$ cat src/rtl/fp16_recip_mul.sv
// FP16 divide back end: multiplies numerator x by the reciprocal 1/y with a
// serial shift-add mantissa multiplier, then normalizes, rounds and saturates.
module fp16_recip_mul #(
    parameter int WAIT_LIMIT = 64
) (
    input  logic        clk,
    input  logic        rst,
    input  logic [15:0] num,
    input  logic        num_valid,
    input  logic [15:0] recip,
    input  logic        recip_complete,
    output logic [15:0] quot,
    output logic        quot_valid,
    output logic        busy,
    output logic        err
);

    localparam int CNT_W = $clog2(WAIT_LIMIT + 1);
    localparam logic [CNT_W-1:0] CNT_LAST = CNT_W'(WAIT_LIMIT - 1);
    localparam logic [3:0] ITER_LAST = 4'd10;

    typedef enum logic [2:0] {
        IDLE,
        WAIT_RECIP,
        MULT,
        NORM,
        DONE
    } state_t;

    state_t            state;
    logic [15:0]       xr;
    logic [15:0]       yr;
    logic [CNT_W-1:0]  wait_cnt;
    logic [3:0]        iter;
    logic [21:0]       p;

    logic [10:0]       ma;
    logic [10:0]       mb;
    logic [21:0]       addend;
    logic              sgn;
    logic signed [6:0] e_sum;
    logic [15:0]       result;

    // Normalize the 22-bit product, round half-up on the guard bit, then
    // clamp: overflow saturates to max finite, underflow flushes to zero.
    function automatic logic [15:0] round_sat(input logic s,
                                              input logic signed [6:0] e,
                                              input logic [21:0] prod);
        logic signed [7:0] ex;
        logic [10:0]       fr;
        logic              g;
        ex = $signed({e[6], e});
        if (prod[21]) begin
            fr = {1'b0, prod[20:11]};
            g  = prod[10];
            ex = ex + 8'sd1;
        end else begin
            fr = {1'b0, prod[19:10]};
            g  = prod[9];
        end
        fr = fr + {10'b0, g};
        if (fr[10]) begin
            fr = 11'b0;
            ex = ex + 8'sd1;
        end
        if (ex >= 8'sd31)
            round_sat = {s, 15'h7BFF};
        else if (ex <= 8'sd0)
            round_sat = {s, 15'h0000};
        else
            round_sat = {s, ex[4:0], fr[9:0]};
    endfunction

    always_comb begin
        ma     = {1'b1, xr[9:0]};
        mb     = {1'b1, yr[9:0]};
        addend = mb[iter] ? ({11'b0, ma} << iter) : 22'b0;
        sgn    = xr[15] ^ yr[15];
        e_sum  = $signed({2'b00, xr[14:10]}) + $signed({2'b00, yr[14:10]}) - 7'sd15;
        // Zero/subnormal operands dominate; the multiplier still runs so latency is fixed.
        if (xr[14:10] == 5'd0 || yr[14:10] == 5'd0)
            result = {sgn, 15'h0000};
        else if (xr[14:10] == 5'h1F || yr[14:10] == 5'h1F)
            result = {sgn, 15'h7BFF};
        else
            result = round_sat(sgn, e_sum, p);
    end

    always_ff @(posedge clk or posedge rst) begin
        if (rst) begin
            state      <= IDLE;
            xr         <= 16'h0000;
            yr         <= 16'h0000;
            wait_cnt   <= '0;
            iter       <= 4'd0;
            p          <= 22'b0;
            quot       <= 16'h0000;
            quot_valid <= 1'b0;
            busy       <= 1'b0;
            err        <= 1'b0;
        end else begin
            case (state)
                IDLE: begin
                    quot_valid <= 1'b0;
                    err        <= 1'b0;
                    if (num_valid) begin
                        xr       <= num;
                        wait_cnt <= '0;
                        busy     <= 1'b1;
                        state    <= WAIT_RECIP;
                    end
                end
                WAIT_RECIP: begin
                    if (recip_complete) begin
                        yr    <= recip;
                        p     <= 22'b0;
                        iter  <= 4'd0;
                        state <= MULT;
                    end else if (wait_cnt == CNT_LAST) begin
                        quot       <= 16'h7E00;
                        err        <= 1'b1;
                        quot_valid <= 1'b1;
                        state      <= DONE;
                    end else begin
                        wait_cnt <= wait_cnt + CNT_W'(1);
                    end
                end
                MULT: begin
                    p <= p + addend;
                    if (iter == ITER_LAST) begin
                        iter  <= 4'd0;
                        state <= NORM;
                    end else begin
                        iter <= iter + 4'd1;
                    end
                end
                NORM: begin
                    quot       <= result;
                    quot_valid <= 1'b1;
                    state      <= DONE;
                end
                DONE: begin
                    quot_valid <= 1'b0;
                    err        <= 1'b0;
                    busy       <= 1'b0;
                    state      <= IDLE;
                end
                default: begin
                    busy  <= 1'b0;
                    state <= IDLE;
                end
            endcase
        end
    end

endmodule

$ cat config.mk
export PLATFORM = sky130hd
export DESIGN_NAME = fp16_recip_mul
export DESIGN_NICKNAME = d
export VERILOG_FILES = /design/src/rtl/fp16_recip_mul.sv
export SDC_FILE = /design/constraint.sdc
export NUM_CORES = 1
export LEC_CHECK = 0
export ABC_AREA = 1
export ABC_CLOCK_PERIOD_IN_PS = 9900
export BUFFER_PORTS_ARGS = -buffer_cell sky130_fd_sc_hd__buf_2
export CAP_MARGIN = 5
export CORE_MARGIN = 2
export CORE_UTILIZATION = 45
export CTS_CLUSTER_DIAMETER = 100
export CTS_CLUSTER_SIZE = 16
export DETAILED_ROUTE_END_ITERATION = 7
export PLACE_DENSITY = 0.59
export SYNTH_ARGS = -nofsm -noshare
export SYNTH_HDL_FRONTEND = slang
export SYNTH_SLANG_ARGS = --single-unit
$ cat constraint.sdc
create_clock -name clk -period 9.9 [get_ports clk]
set_input_delay 1.98 -clock clk [delete_from_list [all_inputs] [get_ports clk]]
set_output_delay 1.98 -clock clk [all_outputs]
set_load 0.01 [all_outputs]
==> results of run 1 <==
## sequential cells by signal (all words and copies together), names as in the netlist
name        flops
quot_valid      1
quot           16
xr             16
busy            1
iter            4
wait_cnt        7
p              22
state           3
yr             16
err             1
## cell type report
cell class                      instances  area [um^2]  share of cell area, %
Clock buffer                           10          229                   3.24
Inverter                              124          467                   6.60
Clock inverter                          6         55.1                  0.779
Timing Repair Buffer                   56          285                   4.04
Tap cell                              180          225                   3.19
Multi-Input combinational cell        711         3630                   51.4
Sequential cell                        87         2180                   30.8
## cell families after synthesis
family	share of synthesized area (%)
multiplexers	0.625
adder cells (fa/ha/maj)	7.66
flip-flops	34.0
AND/OR/NAND/NOR	31.1
XOR/XNOR	1.78
buffers and inverters	9.38
AO/OA/AOI/OAI	15.5
## power by group
group | switching [mW] | internal, mW
sequential | 0.118 | 0.498
combinational | 1.07 | 0.543
clock | 0.160 | 0.175
total | 1.35 | 1.22
## metrics by stage
step	area (um^2)	setup slack [ns]	utilization, %	total power, mW
after floorplan	6400	5.67	-	1.89
after global placement	6790	5.10	48.9	2.24
after detailed placement	6790	5.08	48.9	2.24
after CTS	7070	5.47	50.9	2.59
after global routing	7070	5.01	50.9	2.88
final	7070	5.47	50.9	2.56
## path summary, 6_finish.rpt
check / to / slack (ns) / cells past startpoint / start
max: wait_cnt[5] / 5.47 / 11 / recip_complete
min: yr[0] / 0.47 / 2 / yr[0]
max reg2reg: p[14] / 5.78 / 16 / iter[2]
min reg2reg: yr[0] / 0.47 / 2 / yr[0]
max in group asynchronous: p[5] / 7.13 / 3 / rst
min in group asynchronous: quot[13] / 1.55 / 2 / rst
## layer usage
metal  track usage [%]  share of wire (%)  vias up
li1                  -                  -     3131
met3              2.35                2.3       17
met5                 0                  0        -
met2              33.9                 47       80
met4              7.24                1.7        0
met1              28.2                 49     2628
## critical path: stages
cell     delay [ns]
buf_2          0.11
inv_1          0.05
nor2_2         0.17
inv_1          0.38
nand2_1        0.09
a21oi_1        0.37
inv_1          0.16
nor2_2         0.79
inv_1          0.35
o21ai_0        0.16
a21oi_1        0.05
## cell usage in the layout, fill, tap and decap left out, types with 3 or more instances in the layout
master / synthesis / layout
buf_2: 3 / 54
o211ai_1: 3 / 3
nor3_1: 10 / 10
nand2_1: 295 / 295
clkbuf_16: 0 / 9
nand3_2: 4 / 4
a21oi_1: 41 / 41
nor2_1: 96 / 94
o22ai_1: 9 / 9
xnor2_1: 3 / 3
o21ai_1: 8 / 8
inv_1: 120 / 119
and2_1: 3 / 3
o21ai_2: 5 / 5
a21o_1: 3 / 3
ha_1: 36 / 36
or2_2: 5 / 5
nor3b_1: 3 / 3
nand3_1: 41 / 41
a31oi_1: 4 / 4
dfrtp_1: 87 / 87
nand2_2: 7 / 7
nand4_1: 5 / 5
o21bai_1: 4 / 4
o21ai_0: 90 / 90
xor2_1: 10 / 10
nor2_2: 2 / 4
mux2i_1: 4 / 4
==> impl_results.md, run 1 <==
* Synth Register Bits at 87
* Power per cell area at approximately 360 nW/um^2
* Total wire length at ~15000 um
* Drt wl/cell at roughly 13 um
* TritonCTS Buffers at 9
* Clock latency on the worst-skew pair at 0.35 ns
* Final Max Tran Viols at 0
* Syn Nets at 1020
* Ports at 55
* Post-DRT Antenna Nets at 0
* Post-synth top flop: dfrtp_1
* Global router's overall resource usage at 20.7%
* N_diodes at 0
* TritonCTS clock tree: done
* Clock skew at roughly 0.0099 ns
* Worst setup EP type: flip-flop
* Cts hold-fix bufs at 0
* Most common cell in the netlist: nand2_1
* Worst setup path class: in2reg
* Post-CTS setup repair buffer count at 0
* Yosys warns at 0
* CTS sink count at 87
* Top post-synthesis cells by area: dfrtp_1 (34%), nand2_1 (17%), ha_1 (7.0%)
* # rows at between 40 and 50
* Initial core utilization at 46.1%
* Post-Route Setup TNS at 0 ns
* Core Area at between 10000 and 15000 um^2
* Synth cell count leaders: nand2_1 (295), inv_1 (120), nor2_1 (96)
* CP Launch Type: input pin
* # port buffers at 54
* Finished Layout Cells at 1174
* Synth unique cells at 46
* Cell count after synthesis at roughly 950
* Final HPWL from detailed placement at 11600 um
* Drc violations at 0
* Reg clk slew, reported paths at roughly 0.070 ns
* Min-Delay Path Class: reg2reg
* Initial antenna violation count at 0
* Max-Cap Viols at 0
* Die ar. at around 15000 um^2
* Worst path required time at 10.14 ns
* Fillers at around 1400
* VDD IR max at approximately 150 uV
* CTS resizes at 0
* RSZ-0062 raised after global routing: no
* Remaining global-route overflow at 0
* Setup Viol. Count Final at 0
* Height of the die at around 120 um
* Initial DRC count at 257
* Share of layout cells above drive strength 1 at a little over a tenth
* Largest net degree at the start of global routing at 73
* Clk buf depth at 2
* Ys async rst share at 100%
* Vias after detailed routing at ~5900
* First-pass GRT wire length at 24800 um
* Register area share after synthesis at 34.0%
* Leak at roughly 3.7 nW
* Tightest Pin Transition at roughly 1.1 ns
* Outcome: completed
* NumNets Final at 1063
* Root buf cell: clkbuf_16
* Final period utilization at approximately 45%
* Leading area contributor after synthesis: dfrtp_1
* Final GP Congestion at a little under 0.9
* Final min period at between 4 and 5 ns
* Fin. Hold Viols at 0
* Max-Slew Margin vs Limit at between 20% and 30%
* Min Hold Slack at about 0.47 ns
* Fmax at around 230 MHz
* Mapped Area at about 6400 um^2
* Placed Cells at ~1200
* Width of the chip at roughly 120 um
* Vias in the first global route at between 5000 and 6000
* Peak fanout along the critical path at 31
* Post-synth top area share at 34.0%
* Area growth syn-to-layout at 10.4%
* Htree depth at 3
* Number of flops mapped to enable cells by yosys at 0
* Vias per cell at between 4 and 5
* Mapped Avg Cell Area at a little under 7 um^2
* First-pass DRT Iterations at 5
* Worst Path Arrival at about 4.7 ns
No activity file was read; power rests on OpenSTA's default activity.
==> run 2, diff against run 1 <==
--- a/config.mk
+++ b/config.mk
@@ -6,7 +6,7 @@
 export NUM_CORES = 1
 export LEC_CHECK = 0
 export ABC_AREA = 1
-export ABC_CLOCK_PERIOD_IN_PS = 9900
+export ABC_CLOCK_PERIOD_IN_PS = 3800
 export BUFFER_PORTS_ARGS = -buffer_cell sky130_fd_sc_hd__buf_2
 export CAP_MARGIN = 5
 export CORE_MARGIN = 2
@@ -14,7 +14,7 @@
 export CTS_CLUSTER_DIAMETER = 100
 export CTS_CLUSTER_SIZE = 16
 export DETAILED_ROUTE_END_ITERATION = 7
-export PLACE_DENSITY = 0.59
+export PLACE_DENSITY = 0.61
 export SYNTH_ARGS = -nofsm -noshare
 export SYNTH_HDL_FRONTEND = slang
 export SYNTH_SLANG_ARGS = --single-unit
==> constraint.sdc (replaced) <==
create_clock -name clk -period 3.8 [get_ports clk]
set_input_delay 0.76 -clock clk [delete_from_list [all_inputs] [get_ports clk]]
set_output_delay 0.76 -clock clk [all_outputs]
set_load 0.01 [all_outputs]
==> impl_results.md, run 2 (synthesis results as in run 1) <==
* Initial core utilization at 46.1% (unchanged)
* Remaining global-route overflow at 0 (unchanged)
* Final period utilization at roughly nine tenths
* Peak fanout along the critical path at 10 (was 31)
* VDD IR max at 459 uV (was 150 uV)
* Share of layout cells above drive strength 1 at 12.2% (was 10.7%)
* Drt wl/cell at 12.6 um (was 12.8 um)
* CTS sink count at 87 (unchanged)
* Final Max Tran Viols at 0 (unchanged)
* First-pass DRT Iterations at 5 (unchanged)
* CP Launch Type: flip-flop (was input pin)
* Tightest Pin Transition at 0.726 ns (was 1.15 ns)
* Clock latency on the worst-skew pair at 0.35 ns (about the same)
* Fin. Hold Viols at 0 (unchanged)
* Max-Slew Margin vs Limit at 51.4% (was 23.1%)
* Leak at 3.81 nW (was 3.71 nW)
* NumNets Final at 1077 (was 1063)
* Combinational share of power at 63.3% (was 62.9%)
* Clk pwr share at 14.1% (was 13.1%)
* Fmax at 299 MHz
* CTS resizes at 0 (unchanged)
* Die ar. at 15200 um^2 (unchanged)
* Worst Path Arrival at 3.57 ns (was 4.67 ns)
* N_diodes at 0 (unchanged)
* Most frequent cells in the layout: nand2_1 (295), inv_1 (118), nor2_1 (94) (was nand2_1 (295), inv_1 (119), nor2_1 (94))
* Register name with the most flops: p (unchanged)
* Worst setup path class: reg2reg (was in2reg)
* Htree depth at 3 (unchanged)
* Finished Layout Cells at 1187 (was 1174)
* Largest net degree at the start of global routing at 35 (was 73)
* Global router's overall resource usage at 21.1% (was 20.7%)
* Final GP Congestion at 0.880 (was 0.881)
* Placed Cells at 1172 (was 1158)
* Area growth syn-to-layout at 12.9% (was 10.4%)
* Width of the chip at 123 um (unchanged)
* Switching Share at 50.7% (was 52.6%)
* Initial antenna violation count at 0 (unchanged)
* Worst reg-to-reg path cell count at 21 (was 16)
* Vias in the first global route at 5517 (was 5216)
* RSZ-0062 raised after global routing: no (unchanged)
* Max-Cap Viols at 0 (unchanged)
* Vias after detailed routing at 5872 (was 5856)
* First-pass GRT wire length at 25500 um (was 24800 um)
* Reg clk slew, reported paths at 0.07 ns (about the same)
* # port buffers at 54 (unchanged)
* Height of the die at 123 um (unchanged)
* Commonest non-fill, non-tap cell in the layout: nand2_1 (unchanged)
* Clk buf depth at 2 (unchanged)
* Power per cell area at 953 nW/um^2 (was 363 nW/um^2)
* Total wire length at 15000 um (was 15100 um)
* TritonCTS clock tree: done (unchanged)
* Cts hold-fix bufs at 0 (unchanged)
* Final HPWL from detailed placement at 11800 um (was 11600 um)
* Min-Delay Path Class: in2async (was reg2reg)
* Post-Route Setup TNS at 0 ns (unchanged)
* Clock skew at 0.0103 ns (was 0.00989 ns)
* TritonCTS Buffers at 9 (unchanged)
* Drc violations at 0 (unchanged)
* Root buf cell: clkbuf_16 (unchanged)
* Post-CTS setup repair buffer count at 0 (unchanged)
* Ports at 55 (unchanged)
* Worst setup EP type: flip-flop (unchanged)
* Vias per cell at 4.95 (was 4.99)
* Initial DRC count at 320 (was 257)
* Largest register FFs at 22 (unchanged)
* Core Area at 13900 um^2 (unchanged)
* Flop pwr share at 22.7% (was 24.0%)
* # rows at 43 (unchanged)
* Outcome: completed (unchanged)
* NetSw at 3.50 mW (was 1.35 mW)
* Worst path required time at 4.02 ns (was 10.14 ns)
* Post-DRT Antenna Nets at 0 (unchanged)
* Setup Viol. Count Final at 0 (unchanged)
* Internal power at 3.40 mW (was 1.22 mW)
* Final min period at approximately 3.3 ns
==> run 2: routing by layer <==
layer	routed length [um]	track usage, %	part of all wire (%)
met5	0	0	0
met4	161	4.62	1.1
met3	499	4.38	3.3
met2	7030	35.1	47
met1	7270	28.2	49
==> run 2: stage by stage <==
step           area, um^2  setup slack, ns  hold WS [ns]  total power [mW]  util (%)
2_1_floorplan        6400            0.616         0.434              4.92         -
3_3_place_gp         6890            0.281         0.455              5.90      49.6
3_5_place_dp         6890            0.263         0.462              5.91      49.6
4_1_cts              7210            0.245         0.468              6.92      52.0
5_1_grt              7230           0.0127         0.495              7.71      52.1
6_report             7230            0.453         0.453              6.89      52.1
==> run 2: worst paths after layout <==
path	start	endpoint	slack, ns
max in group asynchronous	rst	yr[7]	2.56
hold / removal	rst	busy	0.45
hold reg to reg	quot[1]	quot[1]	0.47
setup reg to reg	iter[0]	p[21]	0.45
min in group clk	quot[1]	quot[1]	0.47
setup / recovery	iter[0]	p[21]	0.45
==> run 2: power groups by stage <==
stage               Sequential (mW)  Clock (mW)  Combinational, mW
finish                         1.56       0.969               4.36
global route                   1.61        1.03               5.07
CTS                            1.56       0.996               4.36
detailed placement             1.58           0               4.34
global placement               1.57           0               4.33
floorplan                      1.54           0               3.38
==> run 2: worst max-delay path, cell delays in order, from the launching register on <==
cell      delay, ns
dfrtp_1        0.43
nand2_1        0.10
inv_1          0.08
a221oi_1       0.27
o21ai_0        0.16
nand3_2        0.18
nand2_1        0.21
nand2_1        0.12
inv_1          0.06
ha_1           0.36
nand2_1        0.11
nor2_1         0.13
nor3b_2        0.24
nand4_1        0.12
nand3_1        0.14
nand3_1        0.09
nand2_1        0.11
nand3_1        0.07
nand2_1        0.08
nand2_1        0.05
nand2_1        0.06
o22ai_1        0.06
==> run 2: area by class of cell <==
class	count	area, um^2
clock buffer	10	239
inverter	124	467
fill	1475	6650
tap	180	225
clock inverter	5	82.6
timing repair buffer	70	390
sequential	87	2180
multi-input combinational	711	3650
